`src/rtl/bit_counter_4.sv`:
```
// 4-bit synchronous binary counter built from one toggle flip-flop per bit.
// A carry-enable chain makes every bit update on the same clock edge.

module bit_counter_4_tff #(
    parameter logic INIT = 1'b0
) (
    input  logic clk,
    input  logic rst,
    input  logic t_i,
    output logic q_o
);

    logic q_q;
    logic q_d;

    // NOTE: combinational logic uses blocking '='; the register below uses '<=' so
    // every flip-flop in the chain samples the pre-edge state together.
    always_comb begin
        q_d = t_i ? ~q_q : q_q;
    end

    always_ff @(posedge clk or negedge rst) begin
        if (!rst) begin
            q_q <= INIT;
        end else begin
            q_q <= q_d;
        end
    end

    assign q_o = q_q;

endmodule

module bit_counter_4 #(
    parameter logic [3:0] RESET_VALUE = 4'b0000,
    parameter bit         COUNT_DOWN  = 1'b0
) (
    input  logic clk,
    input  logic rst,
    output logic r1,
    output logic r2,
    output logic r3,
    output logic r4
);

    logic [3:0] count_q;
    logic [3:0] toggle_en;
    logic [2:0] carry_src;

    // Counting down toggles a bit when every lower bit is 0, so invert the chain.
    assign carry_src = count_q[2:0] ^ {3{COUNT_DOWN}};

    assign toggle_en[0] = 1'b1;
    assign toggle_en[1] = carry_src[0];
    assign toggle_en[2] = &carry_src[1:0];
    assign toggle_en[3] = &carry_src[2:0];

    for (genvar i = 0; i < 4; i++) begin : g_bit
        bit_counter_4_tff #(
            .INIT(RESET_VALUE[i])
        ) u_tff (
            .clk(clk),
            .rst(rst),
            .t_i(toggle_en[i]),
            .q_o(count_q[i])
        );
    end

    assign r1 = count_q[0];
    assign r2 = count_q[1];
    assign r3 = count_q[2];
    assign r4 = count_q[3];

endmodule

```
`config.mk`:
```
export PLATFORM = sky130hd
export DESIGN_NAME = bit_counter_4
export DESIGN_NICKNAME = d
export VERILOG_FILES = /design/src/rtl/bit_counter_4.sv
export SDC_FILE = /design/constraint.sdc
export NUM_CORES = 1
export LEC_CHECK = 0
export ABC_CLOCK_PERIOD_IN_PS = 1300
export CAP_MARGIN = 20
export CORE_AREA = 3 3 40 42
export CTS_BUF_LIST = sky130_fd_sc_hd__clkbuf_4
export CTS_CLUSTER_DIAMETER = 50
export DETAILED_ROUTE_END_ITERATION = 10
export DIE_AREA = 0 0 43 45
export PLACE_DENSITY = 0.3
export SLEW_MARGIN = 20
export SYNTH_ARGS = -nofsm -noshare
export SYNTH_HDL_FRONTEND = slang
export SYNTH_HIERARCHICAL = 1
export SYNTH_SLANG_ARGS = --single-unit
export TNS_END_PERCENT = 50
```
`constraint.sdc`:
```
create_clock -name clk -period 1.3 [get_ports clk]
set_input_delay 0.26 -clock clk [delete_from_list [all_inputs] [get_ports clk]]
set_output_delay 0.26 -clock clk [all_outputs]
set_load 0.01 [all_outputs]
```
Word level (Yosys, flattened, before mapping)
Cells that the tools add are included.
Cells by class
  bitwise operators: 4
  reductions and logical operators: 2
Operators with widths (number)
  1-bit NOT: 4
  3-bit AND reduction: 1
  2-bit AND reduction: 1
Word-level totals
  input port bits: 2
  word-level logic and storage cells: 10
  output and inout port bits: 4
  bits in registers: 4

Longest topological paths before layout
Gate-level depths: netlist (run 1).
  depth after elaboration: 1
  depth in mapped cells: 2
  depth with buffers taken out: 2

Modules after synthesis
The synthesis (run 1) kept the hierarchy.
Modules (own cells, without submodules)
  bit_counter_4_tff: sequential area each 25.0 µm², cells each 2, area an instance 33.8 µm², times used 4
  bit_counter_4: sequential area each 0.0 µm², cells each 3, area an instance 16.3 µm², times used 1

Least setup slack after synthesis (run 1)
No wires, ideal clock.
  path kind: register -> register
  start: register g_bit[0].u_tff.q_q
  end: register g_bit[3].u_tff.q_q
  required time: 1.175 ns
  period minus slack after synthesis: 0.877 ns
  buffers on the path: 0
  cell stages (with the launch flop): 3
  slack: 0.423 ns
  data arrival time: 0.751 ns
  setup time: 0.125 ns
  cell sequence: dfrtp_1 -> and3_1 -> xor2_1
Between the ends
  longest elaborated chain between the ends: 1
RTL lines
  start: declaration: RTL line 13  | logic q_q;
  start signal: assignment: RTL line 26  | q_q <= q_d;
  3-bit AND reduction: RTL line 56  | assign toggle_en[3] = &carry_src[2:0];
  net toggle_en[3]: RTL line 47  | logic [3:0] toggle_en;
  end signal: assignment: RTL line 26
  end: declaration: RTL line 13
The timed path passes the listed nets, and every way through them passes these cells.
A chain may end at the register's enable or synchronous reset.

Final worst setup path (run 1)
  start: register g_bit[2].u_tff.q_q
  end: output port r3
RTL lines
  start: declaration: RTL line 13
  start signal: assignment: RTL line 26
  end: declaration: RTL line 42  | output logic r3,
No word-level cell between the ends.

==> results of run 1 <==
[cell families (layout without fill, tap and decap cells)]
group / Yosys count / count (layout) / share of synthesized area
simple gates: 2 / 2 / 0.0827
buf+inv: 0 / 10 / 0
flops: 4 / 4 / 0.661
other cells: 1 / 1 / 0.0248
xor+xnor: 4 / 4 / 0.231
[Yosys cell counts]
cell / number
dfrtp_1: 4
and2_1: 1
and3_1: 1
conb_1: 1
xor2_1: 4
[placed cells by master (no fill, tap or decap)]
cell	count
xor2_1	4
buf_4	2
clkbuf_4	3
and3_1	1
conb_1	1
dlygate4sd2_1	4
clkdlybuf4s50_1	1
and2_1	1
dfrtp_1	4
[worst paths after layout]
kind,to
max,r3
min,g_bit[2].u_tff/q_o
max reg2reg,g_bit[3].u_tff/q_o
min reg2reg,g_bit[3].u_tff/q_o
max in group asynchronous,g_bit[0].u_tff/q_o
min in group clk,g_bit[3].u_tff/q_o
[power by group through the flow]
stage	Combinational, mW	Sequential, mW	Clock [mW]
after detailed placement	0.331	0.239	0
after CTS	0.287	0.236	0.162
after floorplan	0.0822	0.284	0
final	0.281	0.234	0.152
after global routing	0.306	0.247	0.178
after global placement	0.332	0.236	0
[timing repair]
item	4_1_cts	5_1_grt
hold buffers	0	0
gates resized for setup	4	0
endpoints found under the setup margin	4	0
hold endpoints to repair	0	0
[area by class of cell]
type,count,area share
Clock buffer,3,0.0891
Multi-Input combinational cell,7,0.203
Sequential cell,4,0.396
Tap cell,15,0.0743
Timing Repair Buffer,7,0.238
[routing by layer]
layer	GRT usage	routed length [um]	vias to the layer above
li1	-	-	53
met2	0.0509	97	9
met4	0.0361	0	0
met5	0	0	-
met1	0.0438	135	50
met3	0.0757	65	0
==> flow_summary_export.csv, run 1 <==
group,metric,value,unit
synth,syn_area_per_cell,13.8,um^2
cells_and_area,seqCellArea,100,um^2
cells_and_area,drive_above_1_share,0.238,
synth,synth_area_leader_cell,"dfrtp_1",
routing,dr.pass1.iters,2,
timing,clock-skew-final,0.00352,ns
placed_design,dpl_cell_area,235,um^2
floorplanning,coreArea,0.00128,mm^2
pwr,p_sw,0.213,mW
grt,grt-ovfl-total,0,
routing,drc,0,
flow_run,max-cap-violations,0,
routing,via_count,112,
clocking,cts_tree,"done",
floorplanning,io-pin-count,6,
setup_path,ff2ff_path_depth,3,
routing,drt_iter0_drc,4,
setup_path,cp.arrival,0.92,ns
routing,routed_wl,299,um
cells_and_area,stdcell_area,253,um^2
cells_and_area,fin_util,0.197,
synth,synth.area.top_cells,"dfrtp_1, xor2_1, and2_1",
clocking,cts_buffer_depth,2,
cells_and_area,largest_reg_flops,4,
floorplanning,dieArea,0.00194,mm^2
floorplanning,initial_core_util,0.118,
cells_and_area,multiInputGateArea,51.3,um^2
setup_path,worstPathMaxFanout,3,
synth,yosys_warnings,6,
synth,yosys.cell_types.count,5,
grt,grt_pass1_wl,558,um
setup_path,path_buf_inv,1,
synth,netlist_area,151,um^2
setup_path,max_stage_delay,0.39,ns
placed_design,dp_hpwl,220,um
timing,fin_setup_tns,0,ns
clocking,h-tree-depth,1,
timing,rsz0062_at_grt,"no",
grt,grt_pass1_vias,136,
synth,yosysSeqAreaShare,0.661,
setup_path,path_depth,1,
placed_design,placed_cells,33,
clocking,cts.clk_slew.worst_paths,0.04,ns
clocking,worstSkewPairLatency,0.23,ns
floorplanning,die_h,45,um
pwr,powerDensity,2640,mW/mm^2
grt,antenna_found_initial,0,
outcome,outcome,"complete, no violations",
routing,vias_per_cell,3.11,
routing,wl_per_cell,8.31,um
cells_and_area,stdcell_count,36,
setup_path,rrSetupSlack,0.37,ns
setup_path,worstSetupEndpointType,"primary output",
timing,fin_ws,0.124,ns
placed_design,port_buffers,5,
worst_hold_path,min_path_type,"primary input to asynchronous set/reset pin",
cells_and_area,fillers,141,
timing,period_needed,1.18,ns
routing,final_antenna_net_count,0,
pwr,power_leakage,0.126,nW
pwr,power_frac_clock,0.228,
grt,grt_max_degree,5,
synth,yosysTopAreaCellShare,0.661,
cells_and_area,n_antenna_cell,0,
setup_path,worstPathRequired,1.04,ns
clocking,clockRootBuffer,"clkbuf_4",
pwr,p_seq_frac,0.351,
timing,finalMaxSlewViolations,0,
timing,timing.final.crit_share,0.905,
synth,synth_nets,13,
clocking,numCtsBuffers,3,
setup_path,critical_path_class,"flop to primary output",
pwr,internal_power,0.454,mW
timing,timing.hold.ws,0.232,ns
cells_and_area,syn2layout_area_growth,66.9,%
floorplanning,fp.dieW,43,um
setup_path,startpoint,"g_bit[2].u_tff/q_o",
timing,fmax,850,MHz
setup_path,r2r-start,"g_bit[0].u_tff/q_o",
pwr,vdd_drop_max,0.842,mV
floorplanning,num_rows,13,
setup_path,slowest_stage,"dfrtp_1",
synth,syn_inst,11,
placed_design,gp_congestion,0.627,
setup_path,crit_path_cell_trace,"dlygate4sd2_1",
synth,ys_ff_latch,4,
cells_and_area,final_nets,25,
clocking,clock_sinks,4,
grt,grt_usage,0.0501,
timing,finalHoldViolCount,0,
placed_design,dp_slack,0.134,ns
pwr,combPwrFrac,0.422,
setup_path,path_delay_family,"flip-flops",
clocking,cts_setup_buffers,0,
timing,finalSetupViolCount,0,
setup_path,worstSetupStartpointType,"flop",
pwr,total_power,0.667,mW
pwr,netSwitchingFraction,0.320,
Power figures use the tool's default switching activity.
==> inputs of run 2 (changes only) <==
--- a/config.mk
+++ b/config.mk
@@ -7,12 +7,15 @@
 export LEC_CHECK = 0
 export ABC_CLOCK_PERIOD_IN_PS = 1300
 export CAP_MARGIN = 20
+export CELL_PAD_IN_SITES_DETAIL_PLACEMENT = 1
+export CELL_PAD_IN_SITES_GLOBAL_PLACEMENT = 1
 export CORE_AREA = 3 3 40 42
 export CTS_BUF_LIST = sky130_fd_sc_hd__clkbuf_4
 export CTS_CLUSTER_DIAMETER = 50
 export DETAILED_ROUTE_END_ITERATION = 10
 export DIE_AREA = 0 0 43 45
-export PLACE_DENSITY = 0.3
+export PLACE_DENSITY_LB_ADDON = 0.1
+export SKIP_CTS_REPAIR_TIMING = 1
 export SLEW_MARGIN = 20
 export SYNTH_ARGS = -nofsm -noshare
 export SYNTH_HDL_FRONTEND = slang
==> run 2 against run 1 <==
  * Routed wire length grew 0.67%
  * Sequential share of layout area shrank 1.1 points
  * Flip-flop and latch count is the same
  * Largest power group unchanged
  * Clock power is essentially flat
==> flow_summary_export.csv, run 2 (synthesis results as in run 1) <==
group,metric,value,unit
routing,routed_wl,301,um
placed_design,dpl_cell_area,228,um^2
setup_path,critical_path_class,"flop to primary output",
timing,finalSetupViolCount,0,
grt,grt-ovfl-total,0,
cells_and_area,final_nets,24,
pwr,combPwrFrac,0.409,
placed_design,gp_congestion,0.562,
worst_hold_path,min_path_type,"primary input to asynchronous set/reset pin",
grt,grt_usage,0.0459,
timing,finalHoldViolCount,0,
grt,met1_usage,0.0462,
routing,via_count,106,
timing,period_needed,1.07,ns
floorplanning,io-pin-count,6,
routing,drt_iter0_drc,1,
pwr,internal_power,0.462,mW
clocking,h-tree-depth,1,
floorplanning,num_rows,13,
cells_and_area,largest_reg_flops,4,
cells_and_area,n_antenna_cell,0,
pwr,powerDensity,2580,mW/mm^2
pwr,p_sw,0.209,mW
cells_and_area,layout_common_cells,"xor2_1, dfrtp_1, dlymetal6s2s_1, clkbuf_4",
timing,clock-skew-final,0.000165,ns
routing,dr.pass1.iters,2,
floorplanning,dieArea,0.00194,mm^2
cells_and_area,fin_util,0.203,
pwr,netSwitchingFraction,0.312,
grt,grt_pass1_vias,111,
clocking,clockRootBuffer,"clkbuf_4",
clocking,cts_tree,"done",
outcome,outcome,"complete, no violations",
pwr,power_leakage,0.152,nW
grt,top_usage_layer,"met3",
flow_run,max-cap-violations,0,
pwr,vdd_drop_max,0.698,mV
clocking,worstSkewPairLatency,0.23,ns
routing,wl_per_cell,8.60,um
floorplanning,coreArea,0.00128,mm^2
routing,final_antenna_net_count,0,
clocking,clock_sinks,4,
setup_path,path_delay_family,"flip-flops",
setup_path,slowest_stage,"dfrtp_1",
timing,finalMaxSlewViolations,0,
grt,antenna_found_initial,0,
cells_and_area,drive_above_1_share,0.200,
timing,rsz0062_at_grt,"no",
setup_path,cp.arrival,0.81,ns
floorplanning,initial_core_util,0.118,
clocking,numCtsBuffers,3,
pwr,total_power,0.672,mW
grt,grtUsageMet3,0.0598,
floorplanning,die_h,45,um
grt,grt_util_met2,0.0359,
setup_path,worstPathRequired,1.04,ns
grt,grt_pass1_wl,503,um
routing,vias_per_cell,3.03,
timing,fmax,932,MHz
clocking,cts_buffer_depth,2,
pwr,p_seq_frac,0.366,
grt,grt_max_degree,5,
timing,timing.final.crit_share,0.826,
setup_path,worstSetupStartpointType,"flop",
placed_design,port_buffers,5,
setup_path,crit_path_cell_trace,"dlymetal6s2s_1",
pwr,power_frac_clock,0.225,
timing,timing.hold.ws,0.234,ns
setup_path,worstPathMaxFanout,4,
cells_and_area,syn2layout_area_growth,71.9,%
placed_design,dp_hpwl,220,um
setup_path,max_stage_delay,0.40,ns
setup_path,path_buf_inv,1,
cells_and_area,stdcell_area,260,um^2
setup_path,ff2ff_path_depth,3,
routing,drc,0,
setup_path,worstSetupEndpointType,"primary output",
setup_path,path_depth,1,
timing,fin_setup_tns,0,ns
clocking,cts.clk_slew.worst_paths,0.04,ns
floorplanning,fp.dieW,43,um
-- run 2: changes by cell type in the layout (fill, tap and decap cells not counted), sizes merged --
cell,previous run,this run
dlygate4sd2,4,0
dlymetal6s2s,0,4
buf,2,1
-- run 2: cell type report --
cell class | instances | area, um^2
sequential | 4 | 100
timing repair buffer | 6 | 67.6
tap | 15 | 18.8
multi-input combinational | 7 | 51.3
fill | 146 | 1020
clock buffer | 3 | 22.5
-- run 2: metrics by stage --
stage	std cells	worst slack, ns
final	35	0.227
after global routing	35	0.187
after CTS	35	-0.146
after detailed placement	32	0.119
after global placement	32	0.115
after floorplan	11	0.423
-- run 2: path summary, 6_finish.rpt --
path / start / to / slack (ns)
max: g_bit[1].u_tff/q_o / r2 / 0.23
min: rst / g_bit[0].u_tff/q_o / 0.23
max reg2reg: g_bit[0].u_tff/q_o / g_bit[3].u_tff/q_o / 0.36
min reg2reg: g_bit[3].u_tff/q_o / g_bit[3].u_tff/q_o / 0.47
max in group asynchronous: rst / g_bit[2].u_tff/q_o / 0.90
min in group clk: g_bit[3].u_tff/q_o / g_bit[3].u_tff/q_o / 0.47
-- run 2: routing by layer --
metal	share of wire	up-vias
met3	0.17	0
met5	0	-
met2	0.37	8
met1	0.47	47
li1	-	51
met4	0	0
-- run 2: power by group through the flow --
stage,Combinational [mW],Sequential (mW),Clock [mW]
6_report,0.275,0.246,0.151
5_1_grt,0.297,0.253,0.174
3_3_place_gp,0.298,0.245,0
3_5_place_dp,0.297,0.249,0
4_1_cts,0.299,0.249,0.161
2_1_floorplan,0.0822,0.284,0
==> inputs of run 3 (changes only) <==
--- a/config.mk
+++ b/config.mk
@@ -5,7 +5,7 @@
 export SDC_FILE = /design/constraint.sdc
 export NUM_CORES = 1
 export LEC_CHECK = 0
-export ABC_CLOCK_PERIOD_IN_PS = 1300
+export ABC_CLOCK_PERIOD_IN_PS = 900
 export CAP_MARGIN = 20
 export CELL_PAD_IN_SITES_DETAIL_PLACEMENT = 1
 export CELL_PAD_IN_SITES_GLOBAL_PLACEMENT = 1
==> constraint.sdc (replaced) <==
create_clock -name clk -period 0.9 [get_ports clk]
set_input_delay 0.18 -clock clk [delete_from_list [all_inputs] [get_ports clk]]
set_output_delay 0.18 -clock clk [all_outputs]
set_load 0.01 [all_outputs]
==> run 3 against run 2 <==
  * Worst setup slack worse by 0.25 ns
  * The run now ends with negative setup slack left
  * Register-to-register slack worse by 0.38 ns
  * Largest cell class unchanged
  * Highest routed layer unchanged
  * Sequential power is 32% higher
  * Global-route usage is 0.087 points higher
  * Critical path type is now flop to flop
==> flow_summary_export.csv, run 3 (synthesis results as in run 1) <==
group,metric,value,unit
timing,fin_ws,-0.0212,ns
routing,via_count,120,
timing,clock-skew-final,0.00219,ns
setup_path,path_buf_inv,1,
pwr,power_frac_clock,0.204,
setup_path,max_stage_delay,0.36,ns
floorplanning,coreArea,0.00128,mm^2
grt,grt-ovfl-total,0,
grt,grt_pass1_vias,128,
cells_and_area,syn2layout_area_growth,75.2,%
grt,grt_max_degree,5,
pwr,p_sw,0.324,mW
clocking,clockRootBuffer,"clkbuf_4",
outcome,outcome,"finished with violations",
floorplanning,num_rows,13,
routing,drc,0,
pwr,power_leakage,0.134,nW
clocking,clock_sinks,4,
placed_design,dp_hpwl,218,um
flow_run,max-cap-violations,0,
routing,dr.pass1.iters,1,
grt,met1_usage,0.0512,
routing,wl_per_cell,7.44,um
placed_design,port_buffers,5,
grt,grt_util_met2,0.0329,
cells_and_area,stdcell_count,39,
timing,finalHoldViolCount,0,
timing,timing.final.crit_share,1.02,
cells_and_area,drive_above_1_share,0.542,
setup_path,worstSetupStartpointType,"flop",
placed_design,placed_cells,35,
setup_path,crit_path_cell_trace,"buf_4, and3_4, xor2_1",
cells_and_area,final_nets,28,
setup_path,slowest_stage,"dfrtp_1",
setup_path,worstSetupEndpointType,"flop",
setup_path,worstPathRequired,1.02,ns
grt,grt_pass1_wl,538,um
cells_and_area,n_antenna_cell,0,
setup_path,path_delay_family,"flip-flops",
placed_design,dp_slack,-0.142,ns
pwr,combPwrFrac,0.486,
grt,top_usage_layer,"met3",
pwr,internal_power,0.724,mW
timing,period_needed,0.921,ns
worst_hold_path,min_path_type,"primary input to asynchronous set/reset pin",
floorplanning,dieArea,0.00194,mm^2
routing,final_antenna_net_count,0,
grt,grt_usage,0.0468,
clocking,numCtsBuffers,3,
setup_path,critical_path_class,"flop to flop",
floorplanning,die_h,45,um
floorplanning,initial_core_util,0.118,
clocking,worstSkewPairLatency,0.23,ns
setup_path,cp.arrival,1.04,ns
clocking,cts_buffer_depth,2,
grt,grtUsageMet3,0.0837,
timing,finalSetupViolCount,6,
clocking,h-tree-depth,1,
timing,fmax,1090,MHz
cells_and_area,layout_common_cells,"buf_4, xor2_1, dfrtp_1, clkbuf_4, clkbuf_2",
setup_path,rrSetupSlack,-0.02,ns
routing,routed_wl,290,um
pwr,netSwitchingFraction,0.309,
cells_and_area,largest_reg_flops,4,
floorplanning,fp.dieW,43,um
timing,rsz0062_at_grt,"yes",
pwr,p_seq_frac,0.310,
cells_and_area,layout_commonest_cell,"buf_4",
routing,vias_per_cell,3.08,
floorplanning,io-pin-count,6,
clocking,cts.clk_slew.worst_paths,0.04,ns
cells_and_area,fillers,154,
pwr,powerDensity,3950,mW/mm^2
grt,antenna_found_initial,0,
pwr,vdd_drop_max,1.37,mV
setup_path,worstPathMaxFanout,4,
placed_design,gp_congestion,0.579,
clocking,cts_tree,"done",
routing,drt_iter0_drc,0,
timing,finalMaxSlewViolations,0,
outcome,violations,"negative setup slack",
run 3: cell types whose count changed in the layout (fill, tap and decap cells not counted), sizes merged:
cell	change
clkbuf	+3
buf	+5
dlymetal6s2s	-4
run 3: path summary, 6_finish.rpt:
check                                    from                 end  cells after the start
max                        g_bit[0].u_tff/q_o  g_bit[3].u_tff/q_o                      3
min                                       rst  g_bit[3].u_tff/q_o                      1
max reg2reg                g_bit[0].u_tff/q_o  g_bit[3].u_tff/q_o                      3
min reg2reg                g_bit[2].u_tff/q_o  g_bit[2].u_tff/q_o                      2
max in group asynchronous                 rst  g_bit[0].u_tff/q_o                      1
min in group clk           g_bit[2].u_tff/q_o  g_bit[2].u_tff/q_o                      2
run 3: per-stage QoR:
stage / TNS [ns] / total power [mW] / instance area [um^2] / utilization / hold slack (ns)
floorplan: 0 / 0.529 / 151 / - / -0.116
global placement: -0.642 / 0.883 / 250 / 0.195 / 0.409
detailed placement: -0.610 / 0.882 / 250 / 0.195 / 0.402
CTS: -1.64 / 1.11 / 273 / 0.212 / 0.156
global route: -0.329 / 1.17 / 265 / 0.206 / 0.158
finish: -0.0601 / 1.05 / 265 / 0.206 / 0.151
run 3: layer usage:
| layer | up-vias | wire, um |
|---|---|---|
| met4 | 0 | 0 |
| met2 | 9 | 98 |
| met3 | 0 | 74 |
| li1 | 58 | - |
| met5 | - | 0 |
| met1 | 53 | 117 |
run 3: cell type report:
type | count | area (um^2) | share of cell area
Clock buffer | 3 | 22.5 | 0.0849
Multi-Input combinational cell | 7 | 56.3 | 0.212
Sequential cell | 4 | 100 | 0.377
Tap cell | 15 | 18.8 | 0.0708
Timing Repair Buffer | 10 | 67.6 | 0.255
run 3: power by group through the flow:
stage / clock [mW] / combinational [mW] / sequential, mW
2_1_floorplan: 0 / 0.119 / 0.410
3_3_place_gp: 0 / 0.555 / 0.329
3_5_place_dp: 0 / 0.554 / 0.328
4_1_cts: 0.223 / 0.561 / 0.329
5_1_grt: 0.253 / 0.570 / 0.342
6_report: 0.214 / 0.509 / 0.324
